<file path="src/rtl/sram_arbiter_pkg.sv">
// Shared definitions for the SRAM port arbiter: owner IDs, FSM states, request bundle.
package sram_arbiter_pkg;

    localparam logic ARB_ID_INST = 1'b0;
    localparam logic ARB_ID_DATA = 1'b1;

    typedef enum logic [1:0] {
        ARB_IDLE   = 2'd0,
        ARB_HOLD_I = 2'd1,
        ARB_HOLD_D = 2'd2
    } arb_state_t;

    // Request fields that travel with req onto the shared port
    typedef struct packed {
        logic        wr;
        logic [1:0]  size;
        logic [31:0] addr;
        logic [3:0]  wstrb;
        logic [31:0] wdata;
    } sram_req_t;

    localparam int SRAM_REQ_WD = $bits(sram_req_t);

endpackage

</file>
<file path="src/rtl/arb_owner_fifo.sv">
// In-order FIFO of 1-bit owner IDs for transactions accepted but not yet returned.
module arb_owner_fifo #(
    parameter int DEPTH = 2
) (
    input  logic clk,
    input  logic resetn,
    input  logic i_push,
    input  logic i_pop,
    input  logic i_id,
    output logic o_head,
    output logic o_full,
    output logic o_empty
);

    localparam int PTR_W = (DEPTH > 1) ? $clog2(DEPTH) : 1;
    localparam int CNT_W = $clog2(DEPTH + 1);

    logic [DEPTH-1:0] r_mem;
    logic [PTR_W-1:0] r_wrPtr;
    logic [PTR_W-1:0] r_rdPtr;
    logic [CNT_W-1:0] r_count;
    logic             w_doPush;
    logic             w_doPop;

    function automatic logic [PTR_W-1:0] ptrNext(input logic [PTR_W-1:0] ptr);
        return (ptr == PTR_W'(DEPTH - 1)) ? '0 : ptr + 1'b1;
    endfunction

    assign o_full   = (r_count == CNT_W'(DEPTH));
    assign o_empty  = (r_count == '0);
    assign o_head   = r_mem[r_rdPtr];
    assign w_doPush = i_push & ~o_full;
    assign w_doPop  = i_pop & ~o_empty;

    always_ff @(posedge clk or negedge resetn) begin
        if (!resetn) begin
            r_wrPtr <= '0;
            r_rdPtr <= '0;
            r_count <= '0;
        end else begin
            if (w_doPush) r_wrPtr <= ptrNext(r_wrPtr);
            if (w_doPop)  r_rdPtr <= ptrNext(r_rdPtr);
            case ({w_doPush, w_doPop})
                2'b10:   r_count <= r_count + 1'b1;
                2'b01:   r_count <= r_count - 1'b1;
                default: r_count <= r_count;
            endcase
        end
    end

    always_ff @(posedge clk or negedge resetn) begin
        if (!resetn) begin
            r_mem <= '0;
        end else if (w_doPush) begin
            r_mem[r_wrPtr] <= i_id;
        end
    end

endmodule

</file>
<file path="src/rtl/sram_arbiter.sv">
// Arbitrates the IF and data SRAM masters onto one in-order memory port.
// Define ARB_RR_EN for round-robin arbitration; default is fixed data-over-IF priority.
module sram_arbiter
    import sram_arbiter_pkg::*;
#(
    parameter int OUTST_DEPTH = 2
) (
    input  logic        clk,
    input  logic        resetn,

    input  logic        inst_req,
    input  logic        inst_wr,
    input  logic [1:0]  inst_size,
    input  logic [31:0] inst_addr,
    input  logic [3:0]  inst_wstrb,
    input  logic [31:0] inst_wdata,
    output logic        inst_addr_ok,
    output logic        inst_data_ok,
    output logic [31:0] inst_rdata,

    input  logic        data_req,
    input  logic        data_wr,
    input  logic [1:0]  data_size,
    input  logic [31:0] data_addr,
    input  logic [3:0]  data_wstrb,
    input  logic [31:0] data_wdata,
    output logic        data_addr_ok,
    output logic        data_data_ok,
    output logic [31:0] data_rdata,

    output logic        mem_req,
    output logic        mem_wr,
    output logic [1:0]  mem_size,
    output logic [31:0] mem_addr,
    output logic [3:0]  mem_wstrb,
    output logic [31:0] mem_wdata,
    input  logic        mem_addr_ok,
    input  logic        mem_data_ok,
    input  logic [31:0] mem_rdata
);

    arb_state_t r_state;
    arb_state_t w_stateNext;
    logic       w_sel;
    logic       w_grant;
    logic       w_push;
    logic       w_pop;
    logic       w_full;
    logic       w_empty;
    logic       w_head;
    logic       w_tieWinner;
    sram_req_t  w_instBundle;
    sram_req_t  w_dataBundle;
    sram_req_t  w_memBundle;

    assign w_instBundle = '{wr: inst_wr, size: inst_size, addr: inst_addr,
                            wstrb: inst_wstrb, wdata: inst_wdata};
    assign w_dataBundle = '{wr: data_wr, size: data_size, addr: data_addr,
                            wstrb: data_wstrb, wdata: data_wdata};

`ifdef ARB_RR_EN
    logic r_rrPrio;

    // Tie-break pointer names the master that wins the next simultaneous request
    always_ff @(posedge clk or negedge resetn) begin
        if (!resetn) begin
            r_rrPrio <= ARB_ID_DATA;
        end else if (w_push && inst_req && data_req) begin
            r_rrPrio <= ~w_sel;
        end
    end

    assign w_tieWinner = r_rrPrio;
`else
    assign w_tieWinner = ARB_ID_DATA;
`endif

    always_ff @(posedge clk or negedge resetn) begin
        if (!resetn) begin
            r_state <= ARB_IDLE;
        end else begin
            r_state <= w_stateNext;
        end
    end

    // A held master keeps the port even if the other one requests; dropping req aborts without a push
    always_comb begin
        w_stateNext = r_state;
        w_sel       = ARB_ID_DATA;
        w_grant     = 1'b0;
        w_push      = 1'b0;
        case (r_state)
            ARB_IDLE: begin
                if (!w_full) begin
                    if (inst_req && data_req) w_sel = w_tieWinner;
                    else if (inst_req)        w_sel = ARB_ID_INST;
                    else                      w_sel = ARB_ID_DATA;
                    w_grant = inst_req | data_req;
                    if (w_grant) begin
                        if (mem_addr_ok) w_push = 1'b1;
                        else w_stateNext = (w_sel == ARB_ID_INST) ? ARB_HOLD_I : ARB_HOLD_D;
                    end
                end
            end
            ARB_HOLD_I: begin
                w_sel   = ARB_ID_INST;
                w_grant = inst_req;
                if (!inst_req) begin
                    w_stateNext = ARB_IDLE;
                end else if (mem_addr_ok) begin
                    w_push      = 1'b1;
                    w_stateNext = ARB_IDLE;
                end
            end
            ARB_HOLD_D: begin
                w_sel   = ARB_ID_DATA;
                w_grant = data_req;
                if (!data_req) begin
                    w_stateNext = ARB_IDLE;
                end else if (mem_addr_ok) begin
                    w_push      = 1'b1;
                    w_stateNext = ARB_IDLE;
                end
            end
            default: w_stateNext = ARB_IDLE;
        endcase
    end

    assign w_memBundle  = w_grant ? ((w_sel == ARB_ID_INST) ? w_instBundle : w_dataBundle) : '0;
    assign mem_req      = w_grant;
    assign mem_wr       = w_memBundle.wr;
    assign mem_size     = w_memBundle.size;
    assign mem_addr     = w_memBundle.addr;
    assign mem_wstrb    = w_memBundle.wstrb;
    assign mem_wdata    = w_memBundle.wdata;
    assign inst_addr_ok = w_push & (w_sel == ARB_ID_INST);
    assign data_addr_ok = w_push & (w_sel == ARB_ID_DATA);

    // Responses with nothing outstanding are dropped
    assign w_pop        = mem_data_ok & ~w_empty;
    assign inst_data_ok = w_pop & (w_head == ARB_ID_INST);
    assign data_data_ok = w_pop & (w_head == ARB_ID_DATA);
    assign inst_rdata   = mem_rdata;
    assign data_rdata   = mem_rdata;

    arb_owner_fifo #(
        .DEPTH (OUTST_DEPTH)
    ) u_ownerFifo (
        .clk     (clk),
        .resetn  (resetn),
        .i_push  (w_push),
        .i_pop   (w_pop),
        .i_id    (w_sel),
        .o_head  (w_head),
        .o_full  (w_full),
        .o_empty (w_empty)
    );

endmodule

</file>
<file path="config.mk">
export PLATFORM = sky130hd
export DESIGN_NAME = sram_arbiter
export DESIGN_NICKNAME = d
export VERILOG_FILES = /design/src/rtl/sram_arbiter_pkg.sv /design/src/rtl/arb_owner_fifo.sv /design/src/rtl/sram_arbiter.sv
export SDC_FILE = /design/constraint.sdc
export NUM_CORES = 1
export LEC_CHECK = 0
export CAP_MARGIN = 5
export CORE_AREA = 2 2 124 126
export CTS_BUF_LIST = sky130_fd_sc_hd__clkbuf_4
export CTS_CLUSTER_SIZE = 25
export DETAILED_ROUTE_END_ITERATION = 6
export DIE_AREA = 0 0 126 128
export SETUP_SLACK_MARGIN = 0.05
export SYNTH_ARGS = -nofsm -noshare
export SYNTH_HDL_FRONTEND = slang
export SYNTH_HIERARCHICAL = 1
export SYNTH_SLANG_ARGS = --single-unit
</file>
<file path="constraint.sdc">
create_clock -name clk -period 2.7 [get_ports clk]
set_input_delay 0.405 -clock clk [delete_from_list [all_inputs] [get_ports clk]]
set_output_delay 0.405 -clock clk [all_outputs]
set_load 0.02 [all_outputs]
</file>
* Word-level counts from Yosys, hierarchy flattened
Index checks and enable logic that the tools add are counted.
** Storage, ports and cells
- Flip-flop bits (word level) :: 8
- Output and inout port bits :: 140
- Input bits :: 180
** Cells by class
- Order comparisons :: 3
- Add/sub/neg operators :: 4
- Eq/ne operators :: 8
- Reduce and logical (&&, ||, !) cells :: 6
- Multiplexer cells :: 32
- Bitwise logic cells :: 12
** Operator list (number)
- $mux 71 :: 2
- $mux 1 :: 16
- $mux 2 :: 7
- $and 1x1->1 :: 7
- $eq 2x2->1 const B :: 3
- $ne 2x2->1 const B :: 3
- $pmux 1 s3 :: 2
- $pmux 2 s3 :: 1
- $eq 2x1->1 const B :: 2
- $logic_not 2->1 :: 2
- $lt 1x2->1 const B :: 2
- $not 1->1 :: 4
- $pmux 2 s2 :: 1
- $reduce_and 3->1 :: 1
- $add 1x1->1 const B :: 2
- $add 2x1->2 const B :: 1
- $bwmux 2 :: 1
- $logic_and 1x1->1 :: 2
- $pmux 1 s2 :: 1
- $reduce_bool 2->1 :: 1
- $sub 2x1->2 const B :: 1
- $demux 1 s1 :: 1
- $ge 1x1->1 const B :: 1
- $or 1x1->1 :: 1

* Depth between registers and ports, before layout
Gate-level depths: netlist of run 1.
- Word-level depth :: 9
- Mapped depth :: 11
- Mapped depth without buffers :: 11

* By module
Netlist of run 1, hierarchy kept.
** Modules (own cells, without submodules)
- sram_arbiter :: instances 1, area an instance 2316.0 µm², cells an instance 339, seq. area each 50.0 µm²
- arb_owner_fifo :: instances 1, area an instance 282.8 µm², cells an instance 23, seq. area each 150.1 µm²

* Worst setup path after synthesis of run 1
Ideal clock, no wire load.
- Path type :: register -> output
- Start :: register r_state[0]
- End :: output port mem_addr[25]
- Data arrival time :: 1.698 ns
- Cell stages (with the launch flop) :: 10
- Data required time :: 2.295 ns
- Slack :: 0.597 ns
- Buffers on the path :: 2
- Cell sequence :: dfrtp_1 -> inv_1 -> ha_1 -> nor2b_4 -> a22o_1 -> buf_6 -> inv_12 -> buf_12 -> nand2_1 -> a21oi_2
** On the way
- Word-level cells in the longest chain between the ends :: 4
** RTL lines
- start: declaration :: line sram_arbiter.sv:42 : arb_state_t r_state;
- start signal: assignment :: line sram_arbiter.sv:82 : r_state <= w_stateNext;
- $eq 2x1->1 or $logic_not 2->1 (tied branches) :: line sram_arbiter.sv:92 : case (r_state)
- $pmux 1 s2 :: line sram_arbiter.sv:92
- $mux 71 :: line sram_arbiter.sv:129 : assign w_memBundle = w_grant ? ((w_sel == ARB_ID_INST) ? w_instBundle : w_dataBundle) : '0;
- $mux 71 * :: line sram_arbiter.sv:129
- end: declaration :: line sram_arbiter.sv:34 : output logic [31:0] mem_addr,
Every way passes the cells marked *; elsewhere a longest branch is shown, timed or not.

* Worst setup path after layout of run 1
- Start :: register r_state[0]
- End :: output port mem_wdata[24]
** On the way
- Word-level cells in the longest chain between the ends :: 4
** RTL lines
- $eq 2x1->1 or $logic_not 2->1 (tied branches) :: line sram_arbiter.sv:92
- $pmux 1 s2 :: line sram_arbiter.sv:92
- $mux 71 :: line sram_arbiter.sv:129
- $mux 71 * :: line sram_arbiter.sv:129
- end: declaration :: line sram_arbiter.sv:36 : output logic [31:0] mem_wdata,
Marks and branches as above.

==> impl_metrics.ini, run 1 <==
[outcome]
status = complete, no violations

[power]
ir_drop_mv = 0.423
p_leak_uw = 0.00179
power.density_nw_per_um2 = 962

[critical_path]
worstPathArrival_ns = 2.16
cp-end-kind = primary output
path_max_fanout = 18
critPathLaunchType = flop
slowest_delay_ns = 0.38
slowest_stage = dfrtp_1
cpMostUsedCell = buf_4
worstSetupPathType = flop to primary output
cp_cell_sequence = buf_4, ha_1, a22o_4, buf_4, buf_12, clkinv_16, nand2_2, a21oi_2, clkdlybuf4s15_2
worstPathRequired_ns = 2.30

[logic_synthesis]
yosysUniqueCellTypes = 33
synth_area_per_cell_um2 = 7.18
async_reset_ff_frac = 1.00
synth_top_area_frac = 0.233
synth_seq_area_share = 0.0770
synth_nets = 548
synth-seq-cells = 8
netlist_area_um2 = 2600
ys_top_cells_by_area = a21oi_2 (23%), buf_4 (21%), nand2_1 (13%), nand2_2 (12%), dfrtp_1 (7.7%)
synthTopCellsByCount = nand2_1 (93), buf_4 (73), a21oi_2 (69)
synth_edf_count = 0
synth_ff_type = dfrtp_1
yosysWarnings = 6
synth_most_common_cell = nand2_1
syn_inst = 362
synth_top_area_cell = a21oi_2

[sta]
timing.final.crit_period_ns = 2.56
max_freq_mhz = 390
slew_headroom = 0.724
finalSetupViolCount = 0
slew_viol_final = 0
rsz0062_at_grt = true
worst_slew_pin_slew_ns = 0.410
finalClockSkew_ns = 0.00225
min_period_over_period = 0.949
hold_violations = 0

[clock_network]
postCtsHoldBufs = 0
clockBufferDepth = 2
cts_root_buf = clkbuf_4
cts.htree.levels = 1
path_clk_slew_ns = 0.05
clkSinkCount = 8
clock_latency_ns = 0.25
cts_tree = done
cts_buffers = 3

[floorplanning]
ios = 320
core-area_um2 = 14900
die_area_um2 = 16100
initial_core_util = 0.175
die_h_um = 128
placementRows = 45
dieWidth_um = 126

[routing]
routed_wirelength_um = 10200
viasPerCell = 4.16
dr.pass1.iters = 4
ant_nets = 0
initialDrtViolationCount = 111
drcViolationCount = 0
wire_per_inst_um = 14.5
vias = 2942

[final_layout]
nNetsFinal = 707
postLayoutCellArea_um2 = 4320
final_cells = 707
syn_to_final_growth_pct = 66.2
drive_above_1_share = 0.432
diodes = 0

[job]
maxCapViolations = 0

[place]
dp.cells = 698
io_buffers = 223
gp_congestion = 0.754
dpl_cell_area_um2 = 4490
hpwl_um = 7600

[global_routing]
grt_usage = 0.116
grt_pass1_wl_um = 15300
grt_max_degree = 38
antenna_found_initial = 0
grt_pass1_vias = 2964
grt-ovfl-total = 0

[hold_path]
hp-class = input pin to asynchronous set/reset pin
## cell usage in the layout, fill, tap and decap left out, drive strengths merged, types with 2 or more instances in the layout
cell type / synthesis / layout
clkdlybuf4s50: 0 / 149
nand2: 143 / 143
a21oi: 72 / 72
buf: 87 / 62
clkbuf: 0 / 28
dfrtp: 8 / 8
inv: 7 / 8
nor2: 6 / 6
ha: 6 / 6
nor2b: 5 / 5
o21ai: 4 / 4
o31ai: 3 / 3
xnor2: 3 / 3
nand2b: 3 / 3
mux2: 3 / 3
a22oi: 2 / 2
a32o: 2 / 2
xor2: 2 / 2
clkdlybuf4s15: 0 / 2
## flip-flops by register name (all words and copies together), names as in the netlist
signal	flops
u_ownerFifo/r_count	2
u_ownerFifo/r_rdPtr	1
u_ownerFifo/r_wrPtr	1
u_ownerFifo/r_mem	2
r_state	2
## repair_timing
action | CTS | global route
pin swaps | 1 | 3
hold endpoints to repair | 0 | 0
endpoints found under the setup margin | 74 | 61
buffers inserted | 3 | 1
gates resized for setup | 223 | 64
gates cloned | 3 | 0
## cell families after synthesis
kind of cell | count (synthesis) | synth area share
and+or+nand+nor | 160 | 0.295
buffers and inverters | 94 | 0.292
adders and majority gates | 6 | 0.0289
muxes | 3 | 0.0130
xor gates and xnor gates | 5 | 0.0169
AOI/OAI and AO/OA | 86 | 0.277
DFF | 8 | 0.0770
## worst max-delay path, delay by kind of cell, from the launching register on
kind            cells  cell delay, ns
buf+inv             5            0.80
compound gates      2            0.43
flops               1            0.38
fa+ha+maj           1            0.23
simple gates        1            0.06
## metrics by stage
step	hold slack (ns)	setup slack [ns]	power, uW	setup TNS [ns]	utilization
5_1_grt	0.451	0.00436	4480	0	0.290
3_3_place_gp	0.467	-0.275	4340	-15.08	0.302
4_1_cts	0.441	0.0448	4310	0	0.300
2_1_floorplan	0.109	0.597	2930	0	-
3_5_place_dp	0.483	-0.349	4390	-18.93	0.302
6_report	0.429	0.136	4150	0	0.290
## final timing paths
path	cells past startpoint	slack [ns]	to	from
max in group asynchronous	1	2.01	u_ownerFifo/r_count[1]$_DFFE_PN0P_	resetn
min in group clk	1	0.49	u_ownerFifo/r_rdPtr$_DFFE_PN0P_	u_ownerFifo/r_rdPtr$_DFFE_PN0P_
worst max register to register	10	0.52	u_ownerFifo/r_count[1]$_DFFE_PN0P_	r_state[0]$_DFFE_PN0P_
worst max-delay path	9	0.14	mem_wdata[24]	r_state[0]$_DFFE_PN0P_
worst min-delay path	1	0.43	u_ownerFifo/r_mem[0]$_DFFE_PN0P_	resetn
worst min register to register	1	0.49	u_ownerFifo/r_rdPtr$_DFFE_PN0P_	u_ownerFifo/r_rdPtr$_DFFE_PN0P_
## where the power goes
| part | switching, uW | total, uW | internal [uW] | leakage (uW) |
|---|---|---|---|---|
| clock network | 37.4 | 88.0 | 50.6 | 0.0000138 |
| logic | 2370 | 3850 | 1480 | 0.00168 |
| registers | 36.3 | 216 | 180 | 0.0000927 |
| total | 2440 | 4150 | 1710 | 0.00179 |
## layout make-up
type                       count  area (um^2)
timing repair buffer         239         2100
clock buffer                   3         22.5
multi-input combinational    260         1670
tap                          188          235
sequential                     8          200
inverter                       7         42.5
fill                        1629        10500
timing repair inverter         2         50.0
## per-layer routing
| layer | share of wire | track usage | vias up |
|---|---|---|---|
| met3 | 0.11 | 0.0442 | 15 |
| li1 | - | - | 1414 |
| met2 | 0.46 | 0.200 | 193 |
| met4 | 0.017 | 0.0239 | 0 |
| met1 | 0.40 | 0.138 | 1320 |
| met5 | 0 | 0 | - |
Note: power is estimated with default switching activity, not from simulation.
==> run 2, diff against run 1 <==
--- a/config.mk
+++ b/config.mk
@@ -6,13 +6,12 @@
 export NUM_CORES = 1
 export LEC_CHECK = 0
 export CAP_MARGIN = 5
-export CORE_AREA = 2 2 124 126
+export CORE_AREA = 2 2 123 125
 export CTS_BUF_LIST = sky130_fd_sc_hd__clkbuf_4
 export CTS_CLUSTER_SIZE = 25
 export DETAILED_ROUTE_END_ITERATION = 6
-export DIE_AREA = 0 0 126 128
+export DIE_AREA = 0 0 125 127
 export SETUP_SLACK_MARGIN = 0.05
 export SYNTH_ARGS = -nofsm -noshare
 export SYNTH_HDL_FRONTEND = slang
-export SYNTH_HIERARCHICAL = 1
 export SYNTH_SLANG_ARGS = --single-unit
==> run 2 against run 1 <==
Compared with the run above: area after synthesis down 15%; combinational power fell by 16%; count of clock-buffer cells in the layout is the same; sequential share of layout area grew 0.15 points; clock skew shrank 0.0016 ns; die area shrank 1.6%; via count shrank 14%; final area fell by 3.1%; maximum frequency grew 0.30%; critical path type unchanged; critical endpoint is now mem_wstrb[0]; largest power group unchanged; highest routed layer unchanged.
==> impl_metrics.ini, run 2 <==
[global_routing]
grt_max_degree = 41
antenna_found_initial = 0
grt-ovfl-total = 0
grt_usage = 0.103
grt_pass1_vias = 2593
grt_pass1_wl_um = 13600

[routing]
routed_wirelength_um = 9300
wire_per_inst_um = 14.6
initialDrtViolationCount = 88
vias = 2524
dr.pass1.iters = 4
ant_nets = 0
viasPerCell = 3.97
drcViolationCount = 0

[floorplanning]
initial_core_util = 0.153
die_area_um2 = 15900
placementRows = 44
die_h_um = 127
dieWidth_um = 125
core-area_um2 = 14400
ios = 320

[place]
gp_congestion = 0.852
io_buffers = 223
hpwl_um = 7440
dpl_cell_area_um2 = 4170
pre_cts_ws_ns = -0.316

[power]
p_leak_uw = 0.00213
power.total_uw = 3570
power.density_nw_per_um2 = 854
ir_drop_mv = 0.480

[critical_path]
cp-end-kind = primary output
worstSetupPathType = flop to primary output
reg2reg_slack_ns = 0.56
path_max_fanout = 14
slowest_delay_ns = 0.39
cp_top_family = buffers and inverters
worstPathArrival_ns = 2.15
cp_num_buf_inv = 6
worstPathRequired_ns = 2.30
cpMostUsedCell = buf_4
cp_cell_sequence = inv_1, ha_1, buf_4, a31oi_4, buf_6, buf_12, buf_4, mux2i_2, nor2_1, buf_2
critPathLaunchType = flop
slowest_stage = dfrtp_1

[clock_network]
clockBufferDepth = 2
cts.htree.levels = 1
clkSinkCount = 8
cts_tree = done
clock_latency_ns = 0.25
cts_buffers = 3
path_clk_slew_ns = 0.05
cts_root_buf = clkbuf_4

[logic_synthesis]
synth_ff_type = dfrtp_1
yosysWarnings = 0
async_reset_ff_frac = 1.00
synth_seq_area_share = 0.0905
synth-seq-cells = 8
ys_top_cells_by_area = mux2i_1 (33%), buf_4 (23%), nor2_1 (13%), dfrtp_1 (9.1%), ha_1 (2.8%)
syn_inst = 277
netlist_area_um2 = 2210
synth_edf_count = 0
synth_area_per_cell_um2 = 7.98
synth_top_area_cell = mux2i_1
synthTopCellsByCount = nor2_1 (77), mux2i_1 (73), buf_4 (67)
synth_nets = 462
synth_most_common_cell = nor2_1
yosysUniqueCellTypes = 30
synth_top_area_frac = 0.331

[sta]
timing.final.crit_period_ns = 2.56
slew_headroom = 0.699
hold_violations = 0
worst_slew_pin_slew_ns = 0.446
finalClockSkew_ns = 0.000621
max_freq_mhz = 391
setup_slack_ns = 0.144
slew_viol_final = 0
finalSetupViolCount = 0
rsz0062_at_grt = true
min_period_over_period = 0.947

[final_layout]
top_regs = r_state (2), u_ownerFifo.r_count (2), u_ownerFifo.r_mem (2)
mostFrequentLayoutCells = clkdlybuf4s50_1 (149), nor2_1 (77), mux2i_1 (68)
diodes = 0
fill_cells = 1547
final_common_cell = clkdlybuf4s50_1
drive_above_1_share = 0.252
syn_to_final_growth_pct = 89.3
postLayoutCellArea_um2 = 4190
nNetsFinal = 639

[outcome]
status = complete, no violations

[job]
maxCapViolations = 0

[hold_path]
hp-class = input pin to asynchronous set/reset pin
-- run 2: cell types whose count changed in the layout (fill, tap and decap cells not counted), sizes merged, moves of 4 or more --
cell           delta
clkbuf           +24
buf              -32
a21oi            -72
nor2             +71
clkdlybuf4s15    +17
nand2           -143
inv               -4
dlygate4sd2       +4
mux2i            +73
-- run 2: path summary, 6_finish.rpt --
path                                                 start                                 end  cells past startpoint
min in group clk           u_ownerFifo.r_rdPtr$_DFFE_PN0P_     u_ownerFifo.r_rdPtr$_DFFE_PN0P_                      1
min reg2reg                u_ownerFifo.r_rdPtr$_DFFE_PN0P_     u_ownerFifo.r_rdPtr$_DFFE_PN0P_                      1
max in group asynchronous                           resetn  u_ownerFifo.r_count[1]$_DFFE_PN0P_                      1
min                                                 resetn     u_ownerFifo.r_wrPtr$_DFFE_PN0N_                      1
max                                 r_state[0]$_DFFE_PN0P_                        mem_wstrb[0]                     10
max reg2reg                         r_state[1]$_DFFE_PN0P_  u_ownerFifo.r_count[1]$_DFFE_PN0P_                      9
-- run 2: layout make-up --
type,count,area (um^2),area share
Inverter,4,15.0,0.00359
Timing Repair Buffer,252,2340,0.559
Multi-Input combinational cell,185,1380,0.329
Tap cell,184,230,0.0550
Sequential cell,8,200,0.0478
Clock buffer,3,22.5,0.00538
-- run 2: stage by stage --
step / cells / utilization / hold WS (ns) / setup TNS, ns
after floorplan: 277 / - / 0.109 / 0
after global placement: 617 / 0.289 / 0.484 / -8.55
after detailed placement: 617 / 0.289 / 0.492 / -10.84
after CTS: 626 / 0.295 / 0.443 / 0
after global routing: 636 / 0.290 / 0.460 / 0
final: 636 / 0.290 / 0.432 / 0
-- run 2: kinds of logic (layout without fill, tap and decap cells) --
group	count (synthesis)	after routing	synth area share
AO/OA/AOI/OAI	11	11	0.0402
XOR/XNOR	5	5	0.0198
adder cells (fa/ha/maj)	5	5	0.0283
buffers and inverters	84	259	0.303
flip-flops	8	8	0.0905
multiplexers	75	75	0.341
AND/OR/NAND/NOR	89	89	0.178
-- run 2: timing repair --
action | 4_1_cts | 5_1_grt
hold buffers | 0 | 0
setup buffers | 5 | 9
endpoints found under the setup margin | 74 | 72
gates cloned | 1 | 1
gates resized for setup | 125 | 100
pin swaps | 1 | 0
-- run 2: routing by layer --
layer	wire, um	GRT usage	up-vias
met3	953	0.0331	20
met5	0	0	-
met2	4520	0.183	170
li1	-	-	1208
met4	149	0.0124	0
met1	3670	0.126	1126
-- run 2: worst register-to-register path, delay by kind of cell (launching register included) --
family | cells | cell delay (ns)
flip-flops | 1 | 0.38
buffers and inverters | 2 | 0.29
adder cells (fa/ha/maj) | 2 | 0.49
multiplexers | 1 | 0.13
AO/OA/AOI/OAI | 1 | 0.21
XOR/XNOR | 1 | 0.16
AND/OR/NAND/NOR | 2 | 0.41
-- run 2: where the power goes --
part / switching [uW] / leakage (uW) / internal, uW / total, uW
Clock: 41.0 / 0.0000138 / 50.9 / 91.9
Combinational: 1790 / 0.00203 / 1460 / 3250
Sequential: 52.3 / 0.0000926 / 177 / 230
Total: 1890 / 0.00213 / 1690 / 3570
